<file path="src/rtl/lc3_pkg.sv">
`default_nettype none
// ============================================================================
// Module   : lc3_pkg
// Purpose  : Shared types and constants for the LC-3 fetch pipeline.
// Revision : 1.0 - initial release
// ============================================================================
package lc3_pkg;

    typedef enum logic [2:0] {
        ST_IDLE  = 3'd0,
        ST_ADDR  = 3'd1,
        ST_WAIT  = 3'd2,
        ST_HOLD  = 3'd3,
        ST_FLUSH = 3'd4,
        ST_ERR   = 3'd5
    } fetch_state_t;

    localparam logic [1:0] PCSEL_INC = 2'd0;
    localparam logic [1:0] PCSEL_EAB = 2'd1;
    localparam logic [1:0] PCSEL_BUS = 2'd2;

    // Redirect selects other than "bus" (including the reserved codes) fall back to EAB.
    function automatic logic [1:0] redirect_target(input logic [1:0] sel);
        return (sel == PCSEL_BUS) ? PCSEL_BUS : PCSEL_EAB;
    endfunction

endpackage
`default_nettype wire

</file>
<file path="src/rtl/lc3_wait_timer.sv">
`default_nettype none
// ============================================================================
// Module   : lc3_wait_timer
// Purpose  : Memory wait counter with clear, enable and terminal-count flag.
//            tc is high during the TIMEOUT-th enabled cycle after a clear.
// Revision : 1.0 - initial release
// ============================================================================
module lc3_wait_timer #(
    parameter int TIMEOUT = 255
) (
    input  logic clk,
    input  logic rst,
    input  logic clr,
    input  logic en,
    output logic tc
);

    localparam int              CNT_W  = $clog2(TIMEOUT + 1);
    localparam logic [CNT_W-1:0] c_last = CNT_W'(TIMEOUT - 1);
    localparam logic [CNT_W-1:0] c_max  = CNT_W'(TIMEOUT);

    logic [CNT_W-1:0] r_cnt;

    // Count enabled cycles, saturating at TIMEOUT so the flag can never wrap.
    always_ff @(posedge clk or negedge rst) begin
        if (!rst) begin
            r_cnt <= '0;
        end else if (clr) begin
            r_cnt <= '0;
        end else if (en && (r_cnt != c_max)) begin
            r_cnt <= r_cnt + 1'b1;
        end
    end

    assign tc = en && (r_cnt == c_last);

endmodule
`default_nettype wire

</file>
<file path="src/rtl/lc3_ifetch.sv">
`default_nettype none
// ============================================================================
// Module   : lc3_ifetch
// Purpose  : LC-3 instruction-fetch sequencer. Reads memory at the PC, steps
//            the PC, hands the word to decode via valid/ready, and applies
//            redirects while draining any read already in flight.
// Revision : 1.0 - initial release
// ============================================================================
module lc3_ifetch
    import lc3_pkg::*;
#(
    parameter int ADDR_W  = 16,
    parameter int DATA_W  = 16,
    parameter int TIMEOUT = 255
) (
    input  logic              clk,
    input  logic              rst,
    input  logic              run,
    input  logic [ADDR_W-1:0] pc_in,
    output logic              ldPC,
    output logic [1:0]        selPC,
    output logic [ADDR_W-1:0] mem_addr,
    output logic              mem_rd,
    input  logic              mem_ready,
    input  logic [DATA_W-1:0] mem_rdata,
    input  logic              redirect,
    input  logic [1:0]        redirect_sel,
    output logic [DATA_W-1:0] ir_out,
    output logic [ADDR_W-1:0] ir_pc,
    output logic              ir_valid,
    input  logic              ir_ready,
    output logic              fetch_err
);

    fetch_state_t      r_state;
    fetch_state_t      w_next;
    logic [ADDR_W-1:0] r_addr;
    logic [DATA_W-1:0] r_ir;
    logic [ADDR_W-1:0] r_ir_pc;
    logic              r_err;
    logic              w_tc;
    logic              w_timer_clr;
    logic              w_timer_en;

    assign w_timer_clr = (r_state == ST_ADDR);
    assign w_timer_en  = (r_state == ST_WAIT) || (r_state == ST_FLUSH);

    lc3_wait_timer #(
        .TIMEOUT (TIMEOUT)
    ) u_timer (
        .clk (clk),
        .rst (rst),
        .clr (w_timer_clr),
        .en  (w_timer_en),
        .tc  (w_tc)
    );

    // State register.
    always_ff @(posedge clk or negedge rst) begin
        if (!rst) begin
            r_state <= ST_IDLE;
        end else begin
            r_state <= w_next;
        end
    end

    // Next-state logic; a redirect abandons whatever the current read would have produced.
    always_comb begin
        w_next = r_state;
        case (r_state)
            ST_IDLE: begin
                if (run) w_next = ST_ADDR;
            end
            ST_ADDR: begin
                w_next = redirect ? ST_FLUSH : ST_WAIT;
            end
            ST_WAIT: begin
                if (mem_ready) begin
                    if (redirect) w_next = run ? ST_ADDR : ST_IDLE;
                    else          w_next = ST_HOLD;
                end else if (w_tc) begin
                    w_next = ST_ERR;
                end else if (redirect) begin
                    w_next = ST_FLUSH;
                end
            end
            ST_HOLD: begin
                if (redirect || ir_ready) w_next = run ? ST_ADDR : ST_IDLE;
            end
            ST_FLUSH: begin
                if (mem_ready)  w_next = run ? ST_ADDR : ST_IDLE;
                else if (w_tc)  w_next = ST_ERR;
            end
            ST_ERR: begin
                w_next = ST_ERR;
            end
            default: begin
                w_next = ST_IDLE;
            end
        endcase
    end

    // Output decode: strobes follow the state, redirect overrides the PC select.
    always_comb begin
        ldPC     = 1'b0;
        selPC    = PCSEL_INC;
        mem_rd   = 1'b0;
        mem_addr = '0;
        ir_valid = 1'b0;
        if (redirect && (r_state != ST_ERR)) begin
            ldPC  = 1'b1;
            selPC = redirect_target(redirect_sel);
        end
        case (r_state)
            ST_ADDR: begin
                ldPC     = 1'b1;
                mem_rd   = 1'b1;
                mem_addr = pc_in;
            end
            ST_WAIT, ST_FLUSH: begin
                mem_rd   = 1'b1;
                mem_addr = r_addr;
            end
            ST_HOLD: begin
                ir_valid = 1'b1;
            end
            default: begin
            end
        endcase
    end

    // Fetch address, instruction register and sticky error flag.
    always_ff @(posedge clk or negedge rst) begin
        if (!rst) begin
            r_addr  <= '0;
            r_ir    <= '0;
            r_ir_pc <= '0;
            r_err   <= 1'b0;
        end else begin
            if (r_state == ST_ADDR) r_addr <= pc_in;
            if ((r_state == ST_WAIT) && mem_ready && !redirect) begin
                r_ir    <= mem_rdata;
                r_ir_pc <= r_addr;
            end
            if (w_next == ST_ERR) r_err <= 1'b1;
        end
    end

    assign ir_out    = r_ir;
    assign ir_pc     = r_ir_pc;
    assign fetch_err = r_err;

endmodule
`default_nettype wire

</file>
<file path="config.mk">
export PLATFORM = sky130hd
export DESIGN_NAME = lc3_ifetch
export DESIGN_NICKNAME = d
export VERILOG_FILES = /design/src/rtl/lc3_pkg.sv /design/src/rtl/lc3_wait_timer.sv /design/src/rtl/lc3_ifetch.sv
export SDC_FILE = /design/constraint.sdc
export NUM_CORES = 1
export LEC_CHECK = 0
export BUFFER_PORTS_ARGS = -buffer_cell sky130_fd_sc_hd__buf_2
export CORE_MARGIN = 4
export CORE_UTILIZATION = 43
export CTS_CLUSTER_DIAMETER = 100
export DETAILED_ROUTE_END_ITERATION = 8
export PLACE_DENSITY = 0.75
export REMOVE_ABC_BUFFERS = 1
export SYNTH_ARGS = -nofsm -noshare
export SYNTH_HDL_FRONTEND = slang
export SYNTH_HIERARCHICAL = 1
export SYNTH_SLANG_ARGS = --single-unit
</file>
<file path="constraint.sdc">
create_clock -name clk -period 2.3 [get_ports clk]
set_clock_uncertainty 0.1 [all_clocks]
set_input_delay 0 -clock clk [delete_from_list [all_inputs] [get_ports clk]]
set_output_delay 0 -clock clk [all_outputs]
set_load 0.05 [all_outputs]
</file>
==> results of run 1 <==
-- sequential cells by signal, indices dropped and copies added (netlist names) --
| register | flops |
|---|---|
| fetch_err | 1 |
| ir_out | 16 |
| ir_pc | 16 |
| r_addr | 16 |
| r_state | 3 |
| u_timer/r_cnt | 8 |
-- kinds of logic (layout without fill, tap and decap cells) --
family / count (synthesis) / count (layout)
AOI/OAI and AO/OA: 37 / 37
adders and majority gates: 2 / 2
buffers and inverters: 19 / 159
DFF: 60 / 60
muxes: 52 / 52
and+or+nand+nor: 41 / 41
-- layout make-up --
type / count / area [sq um] / share of cell area, %
well taps: 77 / 96.3 / 2.38
repair buffers: 136 / 916 / 22.6
clock buffers: 10 / 138 / 3.39
multi-input cells: 132 / 1280 / 31.6
flip-flops and latches: 60 / 1500 / 37.1
clock inverters: 6 / 95.1 / 2.34
inverters: 7 / 26.3 / 0.648
-- cell usage after synthesis, types with 3 or more instances --
cell | count | area share [%]
sky130_fd_sc_hd__nor2b_1 | 4 | 0.86
sky130_fd_sc_hd__a21oi_1 | 5 | 0.86
sky130_fd_sc_hd__and3_1 | 4 | 0.86
sky130_fd_sc_hd__nand2b_1 | 4 | 0.86
sky130_fd_sc_hd__nor2_1 | 7 | 0.90
sky130_fd_sc_hd__buf_2 | 4 | 0.69
sky130_fd_sc_hd__nand3_1 | 3 | 0.51
sky130_fd_sc_hd__mux2_1 | 4 | 1.5
sky130_fd_sc_hd__mux2_2 | 18 | 6.9
sky130_fd_sc_hd__a211oi_1 | 4 | 1.0
sky130_fd_sc_hd__mux2_4 | 30 | 15
sky130_fd_sc_hd__a22o_1 | 17 | 5.1
sky130_fd_sc_hd__dfrtp_1 | 60 | 51
sky130_fd_sc_hd__nand2_1 | 3 | 0.39
sky130_fd_sc_hd__nor3_1 | 3 | 0.51
sky130_fd_sc_hd__inv_1 | 7 | 0.90
sky130_fd_sc_hd__buf_12 | 3 | 2.1
-- cell usage in the layout, fill, tap and decap left out, types with 3 or more instances in the layout --
cell and count:
sky130_fd_sc_hd__buf_2 93, sky130_fd_sc_hd__dfrtp_1 59, sky130_fd_sc_hd__dlygate4sd3_1 36, sky130_fd_sc_hd__mux2_4 30, sky130_fd_sc_hd__mux2_2 18, sky130_fd_sc_hd__a22o_1 17
sky130_fd_sc_hd__clkbuf_8 10, sky130_fd_sc_hd__inv_1 7, sky130_fd_sc_hd__nor2_1 7, sky130_fd_sc_hd__a21oi_1 5, sky130_fd_sc_hd__nand2b_1 4, sky130_fd_sc_hd__buf_4 4
sky130_fd_sc_hd__mux2_1 4, sky130_fd_sc_hd__nor2b_1 4, sky130_fd_sc_hd__a211oi_1 4, sky130_fd_sc_hd__and3_1 3, sky130_fd_sc_hd__nand2_1 3, sky130_fd_sc_hd__buf_12 3
sky130_fd_sc_hd__nor3_1 3, sky130_fd_sc_hd__nand3_1 3
-- per-stage QoR --
step	hold slack (ps)	utilization [%]	worst slack, ps	area [sq um]
detailed placement	21.6	53.4	217	3450
global placement	24.4	53.4	283	3450
floorplan	-396	-	-162	2800
global route	34.3	62.8	-25.2	4060
CTS	28.2	62.6	25.9	4040
finish	44.0	62.8	107	4060
-- critical path: cells and delay by family, from the launching register on --
family	cells	cell delay, ps
AO/OA/AOI/OAI	2	270
buffers and inverters	1	560
flip-flops	1	440
AND/OR/NAND/NOR	5	710
-- per-layer routing --
metal  GRT usage (%)  part of all wire [%]  vias to the layer above
met5               0                     0                        -
met4            7.65                   2.4                        0
met3            6.33                   5.5                       16
met2            29.2                    53                       86
met1            20.0                    39                     1081
li1                -                     -                     1044
-- worst max-delay path by stage --
| stage | start | end | cells past startpoint |
|---|---|---|---|
| finish | r_state[1] | r_state[1] | 8 |
| global route | r_state[1] | r_state[1] | 8 |
| CTS | r_state[1] | r_state[1] | 8 |
| detailed placement | r_state[1] | u_timer/r_cnt[4] | 7 |
| global placement | r_state[2] | ir_out[5] | 5 |
| floorplan | r_state[2] | fetch_err | 8 |
-- what timing repair did --
item | in CTS | in global routing
endpoints found under the setup margin | 0 | 1
hold buffers | 36 | 0
buffers inserted | 0 | 1
hold endpoints to repair | 68 | 0
resized for setup | 0 | 2
-- power breakdown --
part           switching [W]  total, W  internal, W  leakage [nW]
sequential          0.000324   0.00182      0.00150         0.756
combinational        0.00239   0.00363      0.00123          1.23
clock               0.000452   0.00110     0.000651         0.117
==> results.toml, run 1 <==
[outcome]
run_status = "complete, no violations"

[final_layout]
final_nets = 388
area.growth.synth_to_final_pct = 39.0
layout_cells_sized_above_1_pct = 49.0
insertedDiodeCount = 0
final_non_filler_cells = 428
num-fill-cells = 499

[global_route]
grt_pass1_wl_um = 11300
global_route.overflow_total = 0
first_global_vias = 2270
pin_count_of_the_biggest_net_entering_global_routing = 46
initial_antenna_violation_count = 0
grt.total_usage_pct = 17.4

[timing]
clock.fmax_ghz = 0.456
hold_viol = 0
timing.slew.headroom_pct = 48.6
post-route-period-util_pct = 95.3
final.min_clock_period_ps = 2190
count_of_pins_over_their_slew_limit = 0
worstMarginPinSlew_ps = 771
finalSetupViolCount = 0
totalNegativeSetupSlack_ps = 0

[setup_path]
endpoint_kind = "flip-flop"
path_cells = "or2b_1 -> a21oi_2 -> and3_1 -> and3_4 -> nand2b_1 -> a21oi_1 -> nor4_1 -> dlygate4sd3_1"
cp.required_ps = 2420
criticalPathCategory = "flip-flop to flip-flop"
timing.reg2reg.worst_path_depth = 8
reg2reg_slack_ps = 110
worstPathMaxFanout = 6
crit_path_top_delay_cell = "sky130_fd_sc_hd__dlygate4sd3_1"
crit-reg2reg-launch = "r_state[1]"
critical_path.max_stage_delay_ps = 560
timing.rr.end = "r_state[1]"
crit_arrival_ps = 2310
cp-start-kind = "flip-flop"

[pwr]
static-leakage-power_nw = 2.10
vdd_drop_max_uv = 981
pwr_density_cell_mw_per_mm2 = 1620
total_power_w = 0.00655

[floorplanning]
floorplan.initialDensity_pct = 45.2
dieWidth_um = 90.4
placeable_core_region_sq_mm = 0.00646
fp.dieArea_sq_mm = 0.00816
die-height_um = 90.4
pin_count = 94
total_number_of_placement_rows = 29

[clock_tree]
htree_levels = 3
cts_tree = "yes"
clkLatencyLatePin_ps = 340
clk_path_buf_depth = 2
clock_sinks = 60
clk_pin_slew_worst_paths_ps = 70
cts.root.buffer_cell = "sky130_fd_sc_hd__clkbuf_8"
cts-buffers-inserted = 9

[yosys]
synth-compound-area-share_pct = 10.4
synthFlopType = "sky130_fd_sc_hd__dfrtp_1"
post_synth_xor_area_fraction_pct = 0
mappedNetlistArea_sq_mm = 0.00292
post_synth_and_or_nand_nor_area_fraction_pct = 8.41
synth_seq_area_share_pct = 51.5
synth-seq-cells = 60
dominant_combinational_cell_family_by_area_after_synthesis = "multiplexers"
ys_types = 41
postSynthAreaPerCell_sq_um = 13.8
synth.area.mux_share_pct = 23.9
synthesis.instances = 211
synth_enable_flop_cells = 0
synthesis.yosys.warnings = 6
synth_async_sr_flop_share_pct = 100
post_synth_fa_ha_maj_area_fraction_pct = 0.858

[placed_design]
placedCellCount = 375
detailed_place_hpwl_um = 4300
place.gp.congestion = 0.815
place.port_buffers = 93

[drt]
route.final.wire_length_um = 6980
vias_per_cell = 5.20
routedWlPerCell_um = 16.3
drt_pass1_iterations = 4
remaining_drc_errors = 0
vias = 2227
postRouteAntennaNets = 0
dr.first_iter.drc_count = 158

[hold_path]
hold-path-endpoint = "r_state[0]"
hp-class = "primary input to flip-flop"
worstHoldStart = "run"
instance_count_along_the_most_critical_hold_path = 4

[job]
maxCapViolCount = 0
(Power assumes the default switching activity.)
==> run 2, diff against run 1 <==
--- a/config.mk
+++ b/config.mk
@@ -6,6 +6,7 @@
 export NUM_CORES = 1
 export LEC_CHECK = 0
 export BUFFER_PORTS_ARGS = -buffer_cell sky130_fd_sc_hd__buf_2
+export CORE_ASPECT_RATIO = 2
 export CORE_MARGIN = 4
 export CORE_UTILIZATION = 43
 export CTS_CLUSTER_DIAMETER = 100
==> run 2 against run 1 <==
Compared with the run above: count of clock-buffer cells in the layout is 1 higher; non-clock buffer count unchanged; global-route usage increased by 1.2 points; critical path depth did not move; final area is 0.22% higher; via count grew 1.4%; core utilization down 1.4 points; routed wire length is 1.6% higher; flip-flop and latch count unchanged; sequential share of layout area shrank 0.080 points; first-iteration DRC count fell by 49%; die area rose by 0.98%; critical endpoint is now fetch_err; largest cell class unchanged; highest routed layer unchanged.
==> results.toml, run 2 (same netlist as run 1, synthesis figures left out) <==
[pwr]
pwr_density_cell_mw_per_mm2 = 1620
vdd_drop_max_uv = 909
static-leakage-power_nw = 2.10

[timing]
finalSetupViolCount = 0
timing.slew.headroom_pct = 48.9
worstMarginPinSlew_ps = 766
worst_hold_slack_ps = 56.2
rsz_0062_raised_after_global_routing = "no"
count_of_pins_over_their_slew_limit = 0
final.min_clock_period_ps = 2160
post-route-period-util_pct = 93.7
timing.final.ws_setup_ps = 144
hold_viol = 0
clock.fmax_ghz = 0.464

[drt]
vias = 2258
routedWlPerCell_um = 16.2
remaining_drc_errors = 0
vias_per_cell = 5.17
dr.first_iter.drc_count = 81
drt_pass1_iterations = 4
route.final.wire_length_um = 7090
postRouteAntennaNets = 0

[final_layout]
multiInputGateArea_sq_mm = 0.00128
num-fill-cells = 525
final_nets = 388
most_frequent_cells_in_the_layout = "93 x sky130_fd_sc_hd__buf_2, 59 x sky130_fd_sc_hd__dfrtp_1, 36 x sky130_fd_sc_hd__dlygate4sd3_1"
finish.instance_area_sq_mm = 0.00406
layout.cells.most_common = "sky130_fd_sc_hd__buf_2"
layout_cells_sized_above_1_pct = 48.1
area.growth.synth_to_final_pct = 39.3
insertedDiodeCount = 0
regArea_sq_mm = 0.00150

[floorplanning]
total_number_of_placement_rows = 42
placeable_core_region_sq_mm = 0.00662
fp.dieArea_sq_mm = 0.00824
pin_count = 94
die-height_um = 124
dieWidth_um = 66.2
floorplan.initialDensity_pct = 44.0

[setup_path]
crit-reg2reg-launch = "r_state[1]"
buffers_plus_inverters_on_the_worst_setup_path = 0
timing.reg2reg.worst_path_depth = 8
crit_arrival_ps = 2320
crit_path_start = "r_state[1]"
cp-start-kind = "flip-flop"
cpMostUsedCell = "sky130_fd_sc_hd__and3_1"
path_delay_family = "simple AND/OR/NAND/NOR gates"
setup.worst_path.end = "fetch_err"
endpoint_kind = "flip-flop"
crit_path_top_delay_cell = "sky130_fd_sc_hd__dfrtp_2"
criticalPathCategory = "flip-flop to flip-flop"
timing.rr.end = "fetch_err"
worstPathMaxFanout = 10
cp.depth = 8
reg2reg_slack_ps = 140
critical_path.max_stage_delay_ps = 450
path_cells = "or2b_1 -> a21oi_2 -> and3_1 -> and3_1 -> nor2_1 -> or4_1 -> o21ai_0 -> a21o_1"
cp.required_ps = 2460

[placed_design]
place.gp.congestion = 0.839
place_worst_setup_slack_ps = 136
postPlaceCellArea_sq_mm = 0.00344
detailed_place_hpwl_um = 4440
place.port_buffers = 93

[clock_tree]
clock_sinks = 60
clk_path_buf_depth = 2
cts.root.buffer_cell = "sky130_fd_sc_hd__clkbuf_16"
clkLatencyLatePin_ps = 320
htree_levels = 3
clk_pin_slew_worst_paths_ps = 50
cts_tree = "yes"
cts_post_setup_buffers_inserted = 0
cts-buffers-inserted = 9

[global_route]
global_route.overflow_total = 0
grt.total_usage_pct = 18.6
grt_use_met2_pct = 30.9
first_global_vias = 2416
grt.busiest_layer = "met2"
pin_count_of_the_biggest_net_entering_global_routing = 61
grt.met1_usage_pct = 20.3
grt_pass1_wl_um = 11600
initial_antenna_violation_count = 0
grt.met3_usage_pct = 4.42

[outcome]
run_status = "complete, no violations"

[hold_path]
hp-class = "primary input to flip-flop"

[job]
maxCapViolCount = 0
## run 2: cell types whose count changed in the layout (fill, tap and decap cells not counted)
cell,change
sky130_fd_sc_hd__clkinv_4,-2
sky130_fd_sc_hd__and3_1,+1
sky130_fd_sc_hd__clkinv_2,+3
sky130_fd_sc_hd__bufinv_16,-2
sky130_fd_sc_hd__buf_12,-2
sky130_fd_sc_hd__and3_4,-1
sky130_fd_sc_hd__clkbuf_16,+9
sky130_fd_sc_hd__inv_6,-2
sky130_fd_sc_hd__buf_4,+2
sky130_fd_sc_hd__clkbuf_8,-9
sky130_fd_sc_hd__clkbuf_1,+1
## run 2: how the worst min path moves through the flow
stage	from	to	slack, ps	cells past startpoint
CTS	run	r_state[0]	40	4
global route	run	r_state[0]	80	4
finish	run	r_state[0]	60	4
global placement	rst	ir_out[13]	100	2
detailed placement	rst	ir_out[11]	110	2
floorplan	rst	fetch_err	-400	0
## run 2: per-layer routing
layer / up-vias / wire length (um)
met1: 1115 / 2640
met4: 0 / 362
met2: 75 / 3790
met3: 28 / 291
met5: - / 0
li1: 1040 / -
## run 2: through the flow
| step | util (%) | std cells | power, W | setup TNS, ps |
|---|---|---|---|---|
| floorplan | - | 199 | 0.00452 | -1110 |
| global placement | 52.0 | 387 | 0.00533 | 0 |
| detailed placement | 52.0 | 387 | 0.00538 | 0 |
| CTS | 61.4 | 437 | 0.00664 | 0 |
| global route | 61.4 | 437 | 0.00692 | 0 |
| finish | 61.4 | 437 | 0.00660 | 0 |
## run 2: timing repair
item,4_1_cts,5_1_grt
setup endpoints to repair,0,1
hold buffers,36,0
gates resized for setup,0,1
hold endpoints to repair,94,0
## run 2: worst register-to-register path, delay by kind of cell, from the launching register on
kind / cells / cell delay, ps
AND/OR/NAND/NOR: 5 / 1050
AO/OA/AOI/OAI: 3 / 480
flip-flops: 1 / 450
## run 2: power breakdown
group          switching [W]  internal [W]  leakage (nW)  total (W)
registers           0.000324       0.00150         0.756    0.00183
logic                0.00239       0.00121          1.22    0.00361
clock network       0.000430      0.000737         0.131    0.00117
## run 2: layout make-up
cell class,instances,area share [%]
sequential,60,37.0
multi-input combinational,132,31.4
timing repair buffer,136,21.9
clock buffer,11,5.97
tap,88,2.71
inverter,7,0.647
clock inverter,3,0.369
==> run 3, diff against run 2 <==
--- a/config.mk
+++ b/config.mk
@@ -8,10 +8,10 @@
 export BUFFER_PORTS_ARGS = -buffer_cell sky130_fd_sc_hd__buf_2
 export CORE_ASPECT_RATIO = 2
 export CORE_MARGIN = 4
-export CORE_UTILIZATION = 43
+export CORE_UTILIZATION = 46
 export CTS_CLUSTER_DIAMETER = 100
 export DETAILED_ROUTE_END_ITERATION = 8
-export PLACE_DENSITY = 0.75
+export PLACE_DENSITY_LB_ADDON = 0.15
 export REMOVE_ABC_BUFFERS = 1
 export SYNTH_ARGS = -nofsm -noshare
 export SYNTH_HDL_FRONTEND = slang
==> constraint.sdc (replaced) <==
create_clock -name clk -period 1.9 [get_ports clk]
set_clock_uncertainty 0.1 [all_clocks]
set_input_delay 0 -clock clk [delete_from_list [all_inputs] [get_ports clk]]
set_output_delay 0 -clock clk [all_outputs]
set_load 0.05 [all_outputs]
==> run 3 against run 2 <==
Compared with the run above: the flow now finishes with violations (setup timing); critical path depth stayed put; combinational power is 47% higher; flip-flop and latch count stayed put; routed wire length is 9.5% higher; first-iteration DRC count is 12% higher; final area is 10% higher; critical path type unchanged; largest cell class unchanged.
==> results.toml, run 3 (same netlist as run 1, synthesis figures left out) <==
[clock_tree]
clk_pin_slew_worst_paths_ps = 40
clk_path_buf_depth = 2
htree_levels = 3
cts-buffers-inserted = 9
clkLatencyLatePin_ps = 320
clock_sinks = 60
cts.root.buffer_cell = "sky130_fd_sc_hd__clkbuf_16"
cts_tree = "yes"

[pwr]
share_comb_of_total_power_pct = 59.9
static-leakage-power_nw = 2.28
vdd_drop_max_uv = 1250
total_switching_power_w = 0.00400
pwr-share-seq_pct = 24.6
fraction_of_power_spent_switching_nets_pct = 45.3
pwr_density_cell_mw_per_mm2 = 1980
power_frac_clock_pct = 15.4
internal-power_w = 0.00483

[hold_path]
hp-class = "primary input to flip-flop"
instance_count_along_the_most_critical_hold_path = 4
hold-path-endpoint = "r_state[2]"
worstHoldStart = "redirect"

[floorplanning]
pin_count = 94
placeable_core_region_sq_mm = 0.00611
fp.dieArea_sq_mm = 0.00776
floorplan.initialDensity_pct = 47.8
dieWidth_um = 64.3
die-height_um = 121
total_number_of_placement_rows = 40

[drt]
drt_pass1_iterations = 4
remaining_drc_errors = 0
dr.first_iter.drc_count = 91
postRouteAntennaNets = 0
vias = 2321
routedWlPerCell_um = 17.1
route.final.wire_length_um = 7760
vias_per_cell = 5.12

[setup_path]
criticalPathCategory = "flip-flop to flip-flop"
worstPathMaxFanout = 3
timing.reg2reg.worst_path_depth = 8
endpoint_kind = "flip-flop"
crit_arrival_ps = 2180
timing.rr.end = "fetch_err"
cp.required_ps = 2050
reg2reg_slack_ps = -130
crit-reg2reg-launch = "r_state[1]"
cp-start-kind = "flip-flop"

[placed_design]
detailed_place_hpwl_um = 4580
place.gp.congestion = 0.763
place.port_buffers = 93

[global_route]
grt_pass1_wl_um = 12500
first_global_vias = 2593
grt.total_usage_pct = 21.1
initial_antenna_violation_count = 0
pin_count_of_the_biggest_net_entering_global_routing = 61
global_route.overflow_total = 0

[timing]
timing.final.ws_setup_ps = -127
finalSetupViolCount = 10
hold_viol = 0
count_of_pins_over_their_slew_limit = 0
post-route-period-util_pct = 107
clock.fmax_ghz = 0.493
timing.slew.headroom_pct = 77.1
final.min_clock_period_ps = 2030
worstMarginPinSlew_ps = 343
rsz_0062_raised_after_global_routing = "yes"
totalNegativeSetupSlack_ps = -296

[final_layout]
num-fill-cells = 444
most_frequent_cells_in_the_layout = "74 x sky130_fd_sc_hd__buf_2, 60 x sky130_fd_sc_hd__dfrtp_1, 36 x sky130_fd_sc_hd__dlygate4sd3_1"
utilization_pct = 73.2
layout.cells.most_common = "sky130_fd_sc_hd__buf_2"
insertedDiodeCount = 0
area.growth.synth_to_final_pct = 53.2
final_nets = 410
layout_cells_sized_above_1_pct = 52.6

[outcome]
run_status = "finished, violations left"
failed_checks = "setup timing"

[job]
maxCapViolCount = 0
-- run 3: cell types whose count changed in the layout (fill, tap and decap cells not counted), moves of 3 or more --
| cell | previous run | this run |
|---|---|---|
| sky130_fd_sc_hd__buf_4 | 6 | 17 |
| sky130_fd_sc_hd__clkinv_2 | 3 | 0 |
| sky130_fd_sc_hd__buf_6 | 0 | 25 |
| sky130_fd_sc_hd__buf_12 | 1 | 4 |
| sky130_fd_sc_hd__buf_2 | 93 | 74 |
-- run 3: per-layer routing --
| metal | vias to the layer above | wire length, um | share of wire [%] | GRT usage (%) |
|---|---|---|---|---|
| met3 | 11 | 356 | 4.6 | 5.67 |
| met5 | - | 0 | 0 | 0 |
| met2 | 69 | 4360 | 56 | 38.3 |
| li1 | 1079 | - | - | - |
| met1 | 1162 | 2890 | 37 | 22.2 |
| met4 | 0 | 155 | 2.0 | 9.14 |
-- run 3: worst max-delay path: stages (launching register included) --
cell,delay (ps)
sky130_fd_sc_hd__dfrtp_1,400
sky130_fd_sc_hd__or2b_1,250
sky130_fd_sc_hd__a21oi_2,170
sky130_fd_sc_hd__and3_1,160
sky130_fd_sc_hd__and3_1,180
sky130_fd_sc_hd__nor2_1,50
sky130_fd_sc_hd__or4_1,430
sky130_fd_sc_hd__o21ai_2,100
sky130_fd_sc_hd__a21o_1,130
-- run 3: worst max path at each step --
stage	start	to	slack (ps)	depth (start not counted)
detailed placement	r_state[2]	fetch_err	-190	8
global route	r_state[2]	fetch_err	-200	8
finish	r_state[1]	fetch_err	-130	8
CTS	r_state[2]	fetch_err	-110	8
global placement	r_state[2]	fetch_err	-80	8
floorplan	r_state[2]	fetch_err	-560	8
-- run 3: through the flow --
stage,hold WS (ps),cell area (sq um),instances,power [W],worst slack (ps)
after global routing,50.1,4470,453,0.00926,-196
after CTS,15.6,4450,452,0.00897,-105
after floorplan,-396,2800,199,0.00547,-562
after global placement,-66.5,3550,393,0.00662,-81.6
after detailed placement,-70.7,3550,393,0.00667,-188
final,44.8,4470,453,0.00883,-127
-- run 3: power by group through the flow --
stage	combinational [W]	clock [W]	sequential [W]
after floorplan	0.00227	0	0.00321
after global placement	0.00447	0	0.00215
after detailed placement	0.00451	0	0.00217
after CTS	0.00540	0.00140	0.00217
after global routing	0.00555	0.00146	0.00225
final	0.00529	0.00136	0.00218
-- run 3: what timing repair did --
| item | in CTS | in global routing |
|---|---|---|
| gates resized for setup | 45 | 13 |
| endpoints found under the hold margin | 94 | 0 |
| setup endpoints to repair | 23 | 77 |
| cloned | 3 | 1 |
| setup buffers | 9 | 2 |
| hold buffers | 36 | 0 |
| pin swaps | 9 | 2 |
-- run 3: layout make-up --
class	instances	area, sq um	share of cell area (%)
well taps	84	105	2.35
multi-input cells	132	1320	29.5
repair buffers	158	1270	28.5
inverters	7	26.3	0.588
clock buffers	12	246	5.52
flip-flops and latches	60	1500	33.6
